File: src/rtl/bram_drain_if.sv
// Signal bundle between the drain engine, the BRAM matrix read ports and the
// memory-controller write-back FIFOs. The drain engine uses the master side.
interface bram_drain_if #(
    parameter int NUM_CH = 16,
    parameter int LANE_W = 9,
    parameter int ADDR_W = 6,
    parameter int DATA_W = 33
);
    logic                      start;
    logic [ADDR_W:0]           words;
    logic [NUM_CH-1:0]         rd_en;
    logic [NUM_CH*LANE_W-1:0]  rd_lane;
    logic [NUM_CH*ADDR_W-1:0]  rd_addr;
    logic [NUM_CH*DATA_W-1:0]  rd_data;
    logic [NUM_CH-1:0]         wbfifo_full;
    logic [NUM_CH-1:0]         wbfifo_push;
    logic [NUM_CH*DATA_W-1:0]  wbfifo_data;
    logic                      busy;
    logic                      done;
    logic                      err_unimpl;

    modport master (
        input  start, words, rd_data, wbfifo_full,
        output rd_en, rd_lane, rd_addr, wbfifo_push, wbfifo_data,
        output busy, done, err_unimpl
    );

    modport slave (
        output start, words, rd_data, wbfifo_full,
        input  rd_en, rd_lane, rd_addr, wbfifo_push, wbfifo_data,
        input  busy, done, err_unimpl
    );
endinterface

File: src/rtl/bram_drain.sv
// Drains NUM_LANES BRAM lanes into NUM_CH write-back FIFOs. Channel c walks its
// lanes (c, c+NUM_CH, ...) word-major and pushes every word to its own FIFO.
module bram_drain #(
    parameter int NUM_LANES = 420,
    parameter int NUM_CH    = 16,
    parameter int LANE_W    = 9,
    parameter int ADDR_W    = 6,
    parameter int DATA_W    = 33
) (
    input  logic         clk,
    input  logic         r_reset,
    bram_drain_if.master bus
);
    localparam int              LW1       = LANE_W + 1;
    localparam logic [ADDR_W:0] WORDS_MAX = (ADDR_W+1)'(1 << ADDR_W);
    localparam logic [ADDR_W:0] WORDS_ONE = (ADDR_W+1)'(1);

    typedef enum logic [1:0] {ST_IDLE, ST_READ, ST_FLUSH, ST_FIN} state_t;

    logic              busy_reg;
    logic              done_reg;
    logic              err_reg;
    logic [ADDR_W-1:0] words_last_reg;
    logic              start_ok;
    logic              accept;
    logic              all_fin;
    logic [NUM_CH-1:0] fin_cand;

    assign start_ok = (bus.words != '0) && (bus.words <= WORDS_MAX);
    assign accept   = bus.start && !busy_reg && start_ok;
    // A channel counts as finished once its last push is on the bus this cycle,
    // so done and the fall of busy land on the same edge.
    assign all_fin  = &fin_cand;

    always_ff @(posedge clk or posedge r_reset) begin
        if (r_reset) begin
            busy_reg       <= 1'b0;
            done_reg       <= 1'b0;
            err_reg        <= 1'b0;
            words_last_reg <= '0;
        end else begin
            done_reg <= all_fin;
            if (accept) begin
                busy_reg       <= 1'b1;
                words_last_reg <= ADDR_W'(bus.words - WORDS_ONE);
            end else if (all_fin) begin
                busy_reg <= 1'b0;
            end
            if (bus.start && !accept) begin
                err_reg <= 1'b1;
            end
        end
    end

    assign bus.busy       = busy_reg;
    assign bus.done       = done_reg;
    assign bus.err_unimpl = err_reg;

    for (genvar gi = 0; gi < NUM_CH; gi++) begin : g_ch
        localparam logic [LANE_W-1:0] FIRST_LANE = LANE_W'(gi);

        state_t            state_reg;
        state_t            state_next;
        logic [LANE_W-1:0] lane_reg;
        logic [LANE_W-1:0] lane_next;
        logic [ADDR_W-1:0] addr_reg;
        logic [ADDR_W-1:0] addr_next;
        logic              push_reg;
        logic [LANE_W:0]   lane_step;
        logic              last_lane;
        logic              issue;
        logic              final_rd;

        // Extra bit keeps lane+NUM_CH from wrapping near the top lane.
        assign lane_step = {1'b0, lane_reg} + LW1'(NUM_CH);
        assign last_lane = lane_step >= LW1'(NUM_LANES);
        assign issue     = (state_reg == ST_READ) && !bus.wbfifo_full[gi];
        assign final_rd  = issue && last_lane && (addr_reg == words_last_reg);
        assign fin_cand[gi] = (state_reg == ST_FIN) ||
                              ((state_reg == ST_FLUSH) && push_reg);

        always_comb begin
            state_next = state_reg;
            lane_next  = lane_reg;
            addr_next  = addr_reg;
            case (state_reg)
                ST_IDLE: begin
                    if (accept) begin
                        state_next = ST_READ;
                        lane_next  = FIRST_LANE;
                        addr_next  = '0;
                    end
                end
                ST_READ: begin
                    if (issue) begin
                        if (last_lane) begin
                            lane_next = FIRST_LANE;
                            addr_next = addr_reg + ADDR_W'(1);
                        end else begin
                            lane_next = lane_step[LANE_W-1:0];
                        end
                        if (final_rd) begin
                            state_next = ST_FLUSH;
                        end
                    end
                end
                ST_FLUSH: begin
                    if (push_reg) begin
                        state_next = all_fin ? ST_IDLE : ST_FIN;
                    end
                end
                ST_FIN: begin
                    if (all_fin) begin
                        state_next = ST_IDLE;
                    end
                end
                default: state_next = ST_IDLE;
            endcase
        end

        always_ff @(posedge clk or posedge r_reset) begin
            if (r_reset) begin
                state_reg <= ST_IDLE;
                lane_reg  <= '0;
                addr_reg  <= '0;
                push_reg  <= 1'b0;
            end else begin
                state_reg <= state_next;
                lane_reg  <= lane_next;
                addr_reg  <= addr_next;
                push_reg  <= issue;
            end
        end

        assign bus.rd_en[gi]                         = issue;
        assign bus.rd_lane[gi*LANE_W +: LANE_W]      = lane_reg;
        assign bus.rd_addr[gi*ADDR_W +: ADDR_W]      = addr_reg;
        assign bus.wbfifo_push[gi]                   = push_reg;
        // Read data arrives one cycle after rd_en, i.e. in the push cycle.
        assign bus.wbfifo_data[gi*DATA_W +: DATA_W]  =
            push_reg ? bus.rd_data[gi*DATA_W +: DATA_W] : '0;
    end
endmodule

File: src/flat_wrapper.sv
// flat-port wrapper written by rule: the top's interface ports become plain ports
module bram_drain_flat 
#(
    parameter int NUM_LANES = 420,
    parameter int NUM_CH    = 16,
    parameter int LANE_W    = 9,
    parameter int ADDR_W    = 6,
    parameter int DATA_W    = 33
)
  (clk, r_reset, bus_start, bus_words, bus_rd_data, bus_wbfifo_full, bus_rd_en, bus_rd_lane, bus_rd_addr, bus_wbfifo_push, bus_wbfifo_data, bus_busy, bus_done, bus_err_unimpl);
  bram_drain_if #(.NUM_CH(NUM_CH), .LANE_W(LANE_W), .ADDR_W(ADDR_W), .DATA_W(DATA_W)) bus_i ();
  input  logic clk;
  input  logic r_reset;
  input wire logic [$bits(bus_i.start)-1:0] bus_start;
  input wire logic [$bits(bus_i.words)-1:0] bus_words;
  input wire logic [$bits(bus_i.rd_data)-1:0] bus_rd_data;
  input wire logic [$bits(bus_i.wbfifo_full)-1:0] bus_wbfifo_full;
  output wire logic [$bits(bus_i.rd_en)-1:0] bus_rd_en;
  output wire logic [$bits(bus_i.rd_lane)-1:0] bus_rd_lane;
  output wire logic [$bits(bus_i.rd_addr)-1:0] bus_rd_addr;
  output wire logic [$bits(bus_i.wbfifo_push)-1:0] bus_wbfifo_push;
  output wire logic [$bits(bus_i.wbfifo_data)-1:0] bus_wbfifo_data;
  output wire logic [$bits(bus_i.busy)-1:0] bus_busy;
  output wire logic [$bits(bus_i.done)-1:0] bus_done;
  output wire logic [$bits(bus_i.err_unimpl)-1:0] bus_err_unimpl;
  assign bus_i.start = bus_start;
  assign bus_i.words = bus_words;
  assign bus_i.rd_data = bus_rd_data;
  assign bus_i.wbfifo_full = bus_wbfifo_full;
  assign bus_rd_en = bus_i.rd_en;
  assign bus_rd_lane = bus_i.rd_lane;
  assign bus_rd_addr = bus_i.rd_addr;
  assign bus_wbfifo_push = bus_i.wbfifo_push;
  assign bus_wbfifo_data = bus_i.wbfifo_data;
  assign bus_busy = bus_i.busy;
  assign bus_done = bus_i.done;
  assign bus_err_unimpl = bus_i.err_unimpl;
  bram_drain #(.NUM_LANES(NUM_LANES), .NUM_CH(NUM_CH), .LANE_W(LANE_W), .ADDR_W(ADDR_W), .DATA_W(DATA_W)) u_core (.clk(clk), .r_reset(r_reset), .bus(bus_i));
endmodule
File: config.mk
export PLATFORM = sky130hd
export DESIGN_NAME = bram_drain_flat
export DESIGN_NICKNAME = d
export VERILOG_FILES = /design/src/rtl/bram_drain_if.sv /design/src/rtl/bram_drain.sv /design/src/flat_wrapper.sv
export SDC_FILE = /design/constraint.sdc
export NUM_CORES = 1
export LEC_CHECK = 0
export CAP_MARGIN = 20
export CORE_AREA = 2 2 526 528
export CTS_CLUSTER_DIAMETER = 80
export DETAILED_ROUTE_END_ITERATION = 16
export DIE_AREA = 0 0 528 530
export GPL_TIMING_DRIVEN = 1
export MAX_ROUTING_LAYER = met4
export PLACE_DENSITY = 0.3
export SLEW_MARGIN = 20
export SYNTH_ARGS = -nofsm -noshare
export SYNTH_HDL_FRONTEND = slang
export SYNTH_SLANG_ARGS = --single-unit
File: constraint.sdc
create_clock -name clk -period 9.7 [get_ports clk]
set_input_delay 1.455 -clock clk [delete_from_list [all_inputs] [get_ports clk]]
set_output_delay 1.455 -clock clk [all_outputs]
set_load 0.03 [all_outputs]
After elaboration in Yosys (flattened, before gate mapping)
Index checks and enable logic that the tools add are counted. Widths: inputs -> output; s select.

Register bits: 297. Input bits: 554. Output and inout bits: 803. Logic and storage cells: 661.

Add/sub/neg operators: 33. $lt $le $gt $ge: 17. Eq/ne operators: 160. Muxes and demuxes: 198. Reduce and logical (&&, ||, !) cells: 185.

Operators with widths (count): $mux 33 (16); $mux 9 (48); $pmux 9 s2 (16); $mux 6 (33); $ne 2x1->1 const B (96); $pmux 6 s2 (16); $add 9x5->10 const B (16); $ge 10x9->1 const B (16); $pmux 2 s4 (16); $mux 2 (51); $add 6x1->6 const B (16); $eq 6x6->1 (16); $reduce_and 5->1 (16); $logic_and 1x1->1 (68); $eq 2x2->1 const B (32); $reduce_and 4->1 (16); $reduce_and 3->1 (16); $reduce_bool 2->1 (17); $eq 2x1->1 const B (16); $logic_not 2->1 (16); $logic_not 1->1 (18); $logic_or 1x1->1 (16); $reduce_and 16->1 (1); $le 7x7->1 const B (1); other kinds (3) (4).

Longest topological paths before layout
Depth after elaboration: 7. Depth in mapped cells: 11. Mapped depth without buffers: 8.

Least setup slack after synthesis
No wires, ideal clock.

Path kind: input to register. Start: input port bus_words[0]. End: register u_core.g_ch[2].addr_reg[0]. Setup time: 0.125 ns. Data arrival time: 3.698 ns. Data required time: 9.575 ns. Slack: 5.877 ns. Stages on the path: 9. Path buffers: 1. Cells stage by stage: inv_1 -> ha_1 -> or3b_4 -> o31a_1 -> buf_6 -> nor4_1 -> nor2_1 -> nor2_1 -> mux2_2.

Word-level cells in the longest chain between the ends: 5. Elaborated cells between the ends (all ways): 6. Those cells by class: order compare (1); eq/ne (1); reduce/logical (4).

RTL lines: start: declaration (RTL line flat_wrapper.sv:15) `input wire logic [$bits(bus_i.words)-1:0] bus_words;`; $le 7x7->1 or $reduce_bool 7->1 (tied branches) (RTL line bram_drain.sv:29) `assign start_ok = (bus.words != '0) && (bus.words <= WORDS_MAX);`; $logic_and 1x1->1 (*) (RTL line bram_drain.sv:29); $logic_and 1x1->1 (*) (RTL line bram_drain.sv:30) `assign accept = bus.start && !busy_reg && start_ok;`; $ne 2x1->1 (no line) (*); $reduce_and 4->1 (no line) (*); end signal: assignment (RTL line bram_drain.sv:130) `addr_reg <= addr_next;`; end: declaration (RTL line bram_drain.sv:66) `logic [ADDR_W-1:0] addr_reg;`.

Mark *: on every way between the ends. The rest lies on a longest branch, timed or not. A chain may end at the register's enable or synchronous reset.

Worst setup path after layout
Start: input port bus_wbfifo_full[15]. End: output port bus_rd_en[15].

Word-level cells in the longest chain between the ends: 2.

RTL lines: start: declaration (RTL line flat_wrapper.sv:17) `input wire logic [$bits(bus_i.wbfifo_full)-1:0] bus_wbfifo_full;`; $logic_not 1->1 (RTL line bram_drain.sv:77) `assign issue = (state_reg == ST_READ) && !bus.wbfifo_full[gi];`; $logic_and 1x1->1 (RTL line bram_drain.sv:77); end: declaration (RTL line flat_wrapper.sv:18) `output wire logic [$bits(bus_i.rd_en)-1:0] bus_rd_en;`.

No other way between the ends.

==> flow_summary.ini <==
[logic_synthesis]
ys_ff_latch = 248
syn-instance-count = 2268
ys_seq_area_frac = 0.331
synthDistinctLibCells = 73
synth-xor-area-share = 0.0691
synth_edf_count = 0
yosys_warnings = 0
synth_top_family_by_area = simple AND/OR/NAND/NOR gates
postSynthAreaPerCell_um2 = 8.28
synth_compound_area_frac = 0.138
synth_top_area_share = 0.331
synth.largest_area_cell = dfrtp_1
synth_most_common_cell = and2_1
netlist_top_cells_count = 535 x and2_1, 248 x dfrtp_1, 145 x nand2_1, 135 x o21ai_0, 127 x nor2_1
yosys.area_share.simple = 0.349
synthArstFlopShare = 1.00
muxShareOfSynthArea = 0.00753
synthAdderAreaFrac = 0.0407
syn_area_mm2 = 0.0188
synth.area.top_cells = dfrtp_1 33%, and2_1 18%, ha_1 4.1%
synth_flop_cell = dfrtp_1

[drt]
remaining_drc_errors = 0
vias_per_cell = 3.07
wl_um = 182000
vias = 22100
dr.pass1.iters = 5
routedWlPerCell_um = 25.2
drt_iter0_drc = 1178
ant_nets = 0

[timing]
skew_ns = 0.0722
hold_violations = 0
max_clock_freq_mhz = 205
period_minus_slack_ns = 4.89
drv_slew = 0
whs_ns = 0.475
max_slew_margin = 0.311
finalSetupTns_ns = 0
post-route-period-util = 0.504
setup_viol = 0
rsz0062_at_grt = no
tightest_slew_ns = 1.03

[job]
cap_violations = 0

[worst_setup_path]
critical_path.max_fanout = 8
cp_slowest_cell = clkdlybuf4s50_1
critPathArrivalTime_ns = 3.43
r2r_slack_ns = 6.36
worstPathCellList = clkdlybuf4s50_1 > nor2_1 > clkdlybuf4s50_1
crit_start = bus_wbfifo_full[15]
worstSetupPathType = in2out
path_buf_inv = 2
reg2reg_from = u_core.bus.busy$_DFFE_PP0P_
cp.required_ns = 8.25
ff2ff_path_depth = 8
cp_common_cell = clkdlybuf4s50_1
slowest_delay_ns = 0.92
r2r-end = u_core.g_ch[8].lane_reg[8]$_DFFE_PP0P_
cp_top_family = buffers and inverters
end_kind = output port
startpoint_type = input port

[worst_hold_path]
min_path_type = reg2reg
min_delay_path_depth = 1
holdCritStartpoint = u_core.g_ch[1].lane_reg[0]$_DFFE_PP0P_
min_to = u_core.g_ch[1].lane_reg[0]$_DFFE_PP0P_

[global_route]
grt_pass1_wl_um = 229000
track_usage = 0.128
gr-total-overflow = 0
grt_max_degree = 66
antenna_found_initial = 73
grt_pass1_vias = 22500

[cells_and_area]
seq_area_mm2 = 0.00623
nets = 4135
fin_util = 0.137
area_growth_pct = 101
largest_reg_flops = 96
finalNonFillerCells = 7205
multi_input_area_mm2 = 0.0116
drive_gt1_frac = 0.0470
nFillCells = 31200

[floorplanning]
die_h_um = 530
num_io_pins = 1357
dieArea_mm2 = 0.280
rows = 193
start_util = 0.0683
core_mm2 = 0.275
die_w_um = 528

[clocking]
h-tree-depth = 2
cts_root_buf = clkbuf_16
clkLatencyLatePin_ns = 0.65
clk_pin_slew_worst_paths_ns = 0.06
ctsHoldBuffers = 0
cts_buffers = 45
clk_path_buf_depth = 3
cts_setup_buffers = 0
cts.sinks = 248
cts_resized = 0
cts_tree = built

[place]
dp.cells = 7080
place_hpwl_um = 155000
gp_congestion = 0.832
portBuffers = 1324

[power_and_ir_drop]
leakagePower_nw = 13.8
ir_drop_v = 0.000121
power_mw = 5.50
p_per_area_mw_per_mm2 = 146

[status]
status = finished clean
==> worst max path at each step <==
stage / slack [ns] / endpoint / depth (start not counted)
after floorplan: 1.43 / u_core.bus.busy$_DFFE_PP0P_ / 1
after global placement: 4.22 / u_core.g_ch[11].lane_reg[8]$_DFFE_PP0P_ / 11
after detailed placement: 4.24 / u_core.g_ch[6].lane_reg[8]$_DFFE_PP0P_ / 12
after CTS: 4.68 / bus_rd_en[12] / 3
after global routing: 4.69 / bus_rd_en[12] / 3
final: 4.81 / bus_rd_en[15] / 3
==> metal layers <==
metal | wire (um) | part of all wire | track usage
met2 | 87600 | 0.48 | 0.215
met3 | 17200 | 0.094 | 0.0467
met4 | 4780 | 0.026 | 0.0324
met5 | 0 | 0 | -
met1 | 72100 | 0.40 | 0.142
==> report_power, final <==
part	total (mW)	switching [mW]	internal, mW
Sequential	1.57	0.389	1.18
Combinational	2.19	1.28	0.909
Clock	1.74	0.670	1.07
Total	5.50	2.34	3.16
==> kinds of logic (layout without fill, tap and decap cells) <==
kind of cell	after synthesis	after routing
flip-flops	248	248
buffers and inverters	239	1496
adder cells (fa/ha/maj)	61	61
AND/OR/NAND/NOR	1163	1163
multiplexers	13	13
AO/OA/AOI/OAI	395	395
XOR/XNOR	148	148
other	1	74
==> stage by stage <==
stage / worst slack, ns / area, um^2
after floorplan: 1.43 / 18900
after CTS: 4.68 / 37600
after global placement: 4.22 / 36000
after detailed placement: 4.24 / 36000
after global routing: 4.69 / 37700
final: 4.81 / 37700
==> layout make-up <==
| cell class | count | area share |
|---|---|---|
| clock inverters | 23 | 0.00885 |
| well taps | 3607 | 0.120 |
| inverters | 56 | 0.00577 |
| flip-flops and latches | 248 | 0.165 |
| clock buffers | 60 | 0.0329 |
| repair buffers | 1357 | 0.358 |
| diodes | 42 | 0.00279 |
| multi-input cells | 1812 | 0.307 |
==> cells in the final DEF (no fill, tap or decap), types with 30 or more instances in the layout <==
cell type        count
diode_2             42
ha_1                61
xnor2_1             75
nand2b_1            49
xor2_1              73
nor3_1              40
o21ai_0            135
clkdlybuf4s50_1   1324
nand3_1             91
nand2_1            144
clkbuf_16           45
and2_1             535
nor2_1             127
dfrtp_1            238
inv_1               55
nor4_1              30
conb_1              32
buf_4               33
a21oi_1             55
(Power assumes the default switching activity.)
